$ cat src/rtl/div_seq_32_pkg.sv
// Shared constants and state encoding for the
// 32-bit sequential restoring divider.
package div_seq_32_pkg;

  localparam int DW   = 32;
  localparam int ITER = 32;
  localparam int CW   = $clog2(ITER);

  typedef enum logic [2:0] {
    IDLE,
    PRE_N,
    PRE_D,
    RUN,
    POST_Q,
    POST_R,
    DONE
  } state_t;

endpackage

$ cat src/rtl/div_seq_32_adc32.sv
// Single shared adder: 32-bit add with carry-in
// on both the low bit and an extended bit 32.
module adc32
  import div_seq_32_pkg::*;
(
  input  logic [DW-1:0] a,
  input  logic [DW-1:0] b,
  input  logic          c0,
  output logic [DW:0]   sum
);

  assign sum = {1'b0, a}
             + {c0, b}
             + {{DW{1'b0}}, c0};

endmodule

$ cat src/rtl/div_seq_32.sv
// Sequential signed/unsigned 32-bit divider,
// fixed latency, one shared adder per cycle.
module div_seq_32
  import div_seq_32_pkg::*;
(
  input  logic          clk,
  input  logic          rst_n,
  input  logic          start,
  input  logic          sign,
  input  logic [DW-1:0] dividend,
  input  logic [DW-1:0] divisor,
  output logic          busy,
  output logic          done,
  output logic [DW-1:0] quotient,
  output logic [DW-1:0] remainder,
  output logic          div_zero
);

  state_t        state;
  logic [DW-1:0] wq;
  logic [DW-1:0] wr;
  logic [DW-1:0] wd;
  logic [DW-1:0] org;
  logic          sgn;
  logic          dneg;
  logic          dz;
  logic [CW-1:0] cnt;

  logic [DW-1:0] add_a;
  logic [DW-1:0] add_b;
  logic [DW:0]   sum;
  logic [DW-1:0] trial;
  logic          take;

  assign trial = {wr[DW-2:0], wq[DW-1]};
  // sum[32] set means trial < divisor
  assign take  = wr[DW-1] | ~sum[DW];

  always_comb begin
    add_a = '0;
    add_b = ~wq;
    case (state)
      PRE_D:  add_b = ~wd;
      RUN: begin
        add_a = trial;
        add_b = ~wd;
      end
      POST_R: add_b = ~wr;
      default: add_b = ~wq;
    endcase
  end

  adc32 u_adc (
    .a   (add_a),
    .b   (add_b),
    .c0  (1'b1),
    .sum (sum)
  );

  always_ff @(posedge clk or negedge rst_n) begin
    if (!rst_n) begin
      state     <= IDLE;
      busy      <= 1'b0;
      done      <= 1'b0;
      quotient  <= '0;
      remainder <= '0;
      div_zero  <= 1'b0;
      wq        <= '0;
      wr        <= '0;
      wd        <= '0;
      org       <= '0;
      sgn       <= 1'b0;
      dneg      <= 1'b0;
      dz        <= 1'b0;
      cnt       <= '0;
    end else begin
      done <= 1'b0;
      unique case (state)
        IDLE: begin
          if (start) begin
            sgn   <= sign;
            wq    <= dividend;
            org   <= dividend;
            wd    <= divisor;
            wr    <= '0;
            dneg  <= divisor[DW-1];
            dz    <= (divisor == '0);
            busy  <= 1'b1;
            state <= PRE_N;
          end
        end
        PRE_N: begin
          if (sgn && wq[DW-1])
            wq <= sum[DW-1:0];
          state <= PRE_D;
        end
        PRE_D: begin
          if (sgn && wd[DW-1])
            wd <= sum[DW-1:0];
          cnt   <= CW'(ITER - 1);
          state <= RUN;
        end
        RUN: begin
          wr <= take ? sum[DW-1:0] : trial;
          wq <= {wq[DW-2:0], take};
          if (cnt == '0)
            state <= POST_Q;
          else
            cnt <= cnt - 1'b1;
        end
        POST_Q: begin
          if (sgn && (org[DW-1] ^ dneg))
            wq <= sum[DW-1:0];
          state <= POST_R;
        end
        POST_R: begin
          done     <= 1'b1;
          div_zero <= dz;
          quotient <= dz ? '1 : wq;
          if (dz)
            remainder <= org;
          else if (sgn && org[DW-1])
            remainder <= sum[DW-1:0];
          else
            remainder <= wr;
          state <= DONE;
        end
        DONE: begin
          busy  <= 1'b0;
          state <= IDLE;
        end
        default: begin
          busy  <= 1'b0;
          state <= IDLE;
        end
      endcase
    end
  end

endmodule
$ cat config.mk
export PLATFORM = sky130hd
export DESIGN_NAME = div_seq_32
export DESIGN_NICKNAME = d
export VERILOG_FILES = /design/src/rtl/div_seq_32_pkg.sv /design/src/rtl/div_seq_32_adc32.sv /design/src/rtl/div_seq_32.sv
export SDC_FILE = /design/constraint.sdc
export NUM_CORES = 1
export LEC_CHECK = 0
export CORE_AREA = 2 2 173 175
export DETAILED_ROUTE_END_ITERATION = 16
export DIE_AREA = 0 0 175 177
export HOLD_SLACK_MARGIN = 0.08
export PLACE_DENSITY = 0.73
export SKIP_CTS_REPAIR_TIMING = 1
export SYNTH_ARGS = -nofsm -noshare
export SYNTH_HDL_FRONTEND = slang
export SYNTH_HIERARCHICAL = 1
export SYNTH_SLANG_ARGS = --single-unit
$ cat constraint.sdc
create_clock -name clk -period 6.22 [get_ports clk]
set_clock_uncertainty 0.2 [all_clocks]
set_input_delay 1.555 -clock clk [delete_from_list [all_inputs] [get_ports clk]]
set_output_delay 1.555 -clock clk [all_outputs]
set_load 0.05 [all_outputs]
==> results.md <==
- Final setup TNS: 0 ps
- Commonest non-fill, non-tap cell in the layout: dfrtp_1
- Number of synthesized register bits: 206
- Endpoints failing hold: 0
- Fill count: approximately 2,700
- Worst Path Required: about 6400 ps
- Sequential share of the synthesized area: 40.03%
- Area enclosed by the die boundary: 0.03098 mm^2
- Number of clock buffers inserted by TritonCTS: 24
- Slew at the pin closest to its max-slew limit: 1182 ps
- Number of H-tree branching levels: 1
- Placement Cell Area: ~0.014 mm^2
- Global-route wire length before repair: 59,880 um
- Root buffer cell: clkbuf_16
- X dimension of the die: roughly 180 um
- Net count of the finished layout: 1,592
- Worst vdd ir: slightly above 0.3 mV
- Critical Path Fanout Max: 41
- CTS tree: yes
- Internal: between 4000 and 5000 uW
- Final ANT Viol Nets: 0
- Placed cell count: 1,851
- Effective utilization at floorplan: 44.03%
- Via count of the first global-routing pass: approximately 11,000
- Core Rows: 63
- Post-DR wirelength/cell: roughly 19 um
- Mapped Area: 0.01288 mm^2
- Final slew viol count: 0
- Yosys warning count: 6
- Share of flip-flops with an asynchronous set or reset after synthesis: 100.0%
- Vias after detailed routing: ~11,000
- Iteration count of the initial detailed-routing pass: 5
- Maximum number of pins on one net before global-route repair: roughly 110
- Total wirelength of the detailed-routed design: 36,140 um
- Reg2reg path depth: 18
- CP endpoint kind: flop
- Switching power summed over all nets: 4428 uW
- Mapped Avg Cell Area: ~9.2 um^2
- Count of cell types in the netlist: 78
- Layout Area Growth over Synthesis: 18.20%
- Kind of path behind the tightest hold check: flop to flop
- Number of standard cells after synthesis: 1,405
- Global routing usage summed across all routing layers: 23.69%
- Share of the cycle needed by the critical path after routing: a little over four fifths
- Initial detailed-routing violation count: 1,013
- Maximum buffer depth of the clock tree: 3
- Most frequent cells in the layout: dfrtp_1 (204), nand2_1 (199), clkdlybuf4s50_1 (133), nor2_1 (126), mux2i_1 (126)
- Power Dens Cells: 612.7 mW/mm^2
- Via count normalized by instance count: 5.762
- Share of power burned in the clock network: 16.3%
- Latest clock arrival within the worst-skew pair: 530 ps
- Max-slew headroom at the worst pin: 21.18%
- Count of placed standard cells in the final layout, fillers left out: 1,892
- I/O Pins: roughly 140
- Number of port buffers: 134
- Sum of net half-perimeters after detailed placement: around 24,000 um
- WP data arrival: about 5500 ps
- Core Region: 0.02924 mm^2
- Static Leak: 0.006796 uW
- DRC: 0
- Switching share of power: 47.48%
- Clock Sink Count: just over 200
- Vertical extent of the die: around 180 um
- Worst hold path stage count: 2
- Final-report setup violation count: 0
- Initial antenna violation count: 0
- Most instantiated flip-flop cell in the synthesis netlist: dfrtp_1
- Seq pwr share: 26.2%
- Gpl congestion: 0.9105
- Critical Path Start Type: flop
- Layout cells sized above 1: 8.056%
- Number of enable-type register cells in the synthesized netlist: 0
- Run status: finished, final reports clean
- # diodes: 0
- Register clock-pin slew on the reported worst setup and hold paths: 60 ps
- Final design instance area without fill: 0.01522 mm^2
- Max frequency: roughly 0.19 GHz
- RSZ-0062 raised after global routing: false
- Final worst path period need: ~5300 ps
- Crit Path Class: flop to flop
- Count of maximum capacitance violations: 0
- Fraction of power consumed by combinational cells: 57.5%
- Final core utilization: 52.05%
- Grt total ovfl: 0
[final timing paths]
path	slack [ps]	endpoint	start
max in group asynchronous	3820	remainder[9]	rst_n
worst min-delay path	270	org[11]	org[11]
worst max register to register	940	wr[16]	state[1]
worst max-delay path	940	wr[16]	state[1]
worst min register to register	270	org[11]	org[11]
min in group asynchronous	930	done	rst_n
[cell families (layout without fill, tap and decap cells)]
kind of cell,Yosys count,in the layout,synth area share (%)
flip-flops,206,206,40.03
buffers and inverters,140,236,5.528
other,1,2,0.02912
adder cells (fa/ha/maj),37,37,3.712
XOR/XNOR,31,31,2.167
AO/OA/AOI/OAI,344,344,18.05
multiplexers,157,157,12.50
AND/OR/NAND/NOR,489,489,17.98
[cell type report]
type                            count  area [um^2]  area share [%]
Multi-Input combinational cell   1060         7053           46.34
Sequential cell                   206         5157           33.88
Timing Repair Buffer              153         1513           9.938
Clock buffer                       32        701.9           4.612
Tap cell                          390        488.0           3.206
Inverter                           42        157.7           1.036
Clock inverter                      9        150.1          0.9864
[power by group through the flow]
stage,Combinational (uW),Clock [uW],Sequential [uW]
after floorplan,3360,0,3000
after global placement,5190,0,2430
after detailed placement,5310,0,2450
after CTS,5330,1540,2430
after global routing,5860,1590,2520
final,5360,1520,2440
[per-layer routing]
metal | track usage (%) | vias up | part of all wire (%) | routed length (um)
li1 | - | 5162 | - | -
met1 | 34.50 | 5299 | 47 | 17130
met2 | 37.83 | 385 | 45 | 16190
met3 | 2.771 | 56 | 5.8 | 2109
met4 | 5.521 | 0 | 1.9 | 704
met5 | 0 | - | 0 | 0
[through the flow]
stage	power [uW]	hold WS (ps)	worst slack, ps
after floorplan	6357	242.5	1447
after global placement	7628	253.8	1292
after detailed placement	7757	262.5	1083
after CTS	9305	276.6	1031
after global routing	9974	299.4	677.9
final	9326	271.9	939.8
[cells in the mapped netlist, types with 8 or more instances]
library cell | number | area (um^2)
dfrtp_1 | 206 | 5155
nand2_1 | 201 | 754.5
nor2_1 | 127 | 476.7
buf_2 | 32 | 160.2
o2bb2ai_1 | 31 | 271.5
xnor2_1 | 18 | 157.7
mux2_2 | 29 | 326.6
buf_6 | 9 | 101.4
ha_1 | 35 | 437.9
nand4_1 | 8 | 50.05
nor3b_1 | 32 | 240.2
nor4_1 | 9 | 56.30
mux2i_1 | 126 | 1261
o221ai_1 | 64 | 560.5
nand3_1 | 10 | 50.05
nand2b_1 | 37 | 231.5
clkbuf_1 | 43 | 161.4
xor2_1 | 12 | 105.1
inv_1 | 40 | 150.1
and2_1 | 31 | 193.9
buf_4 | 9 | 67.56
o21ai_0 | 110 | 550.5
a21oi_1 | 67 | 335.3
o21ai_1 | 9 | 45.04
a21o_1 | 8 | 60.06
[registers in the layout, summed over array words and instances, names as in the netlist]
signal and cells:
busy 1, cnt 5, div_zero 1, dneg 1, done 1, dz 1
org 32, quotient 32, remainder 32, sgn 1, state 3, wd 32
wq 32, wr 32
[critical path, cell delays in order, from the launching register on]
cell,delay [ps]
dfrtp_1,340
buf_4,440
ha_1,260
nand2b_1,140
buf_4,240
o221ai_1,190
fa_1,460
fa_1,450
a211oi_1,360
nor2_1,150
nor3_2,200
o41ai_4,160
a211o_1,330
a31oi_1,220
xnor2_1,190
nor2b_4,210
buf_12,250
mux2i_1,230
o2bb2ai_1,90
Note: power is estimated with default switching activity, not from simulation.
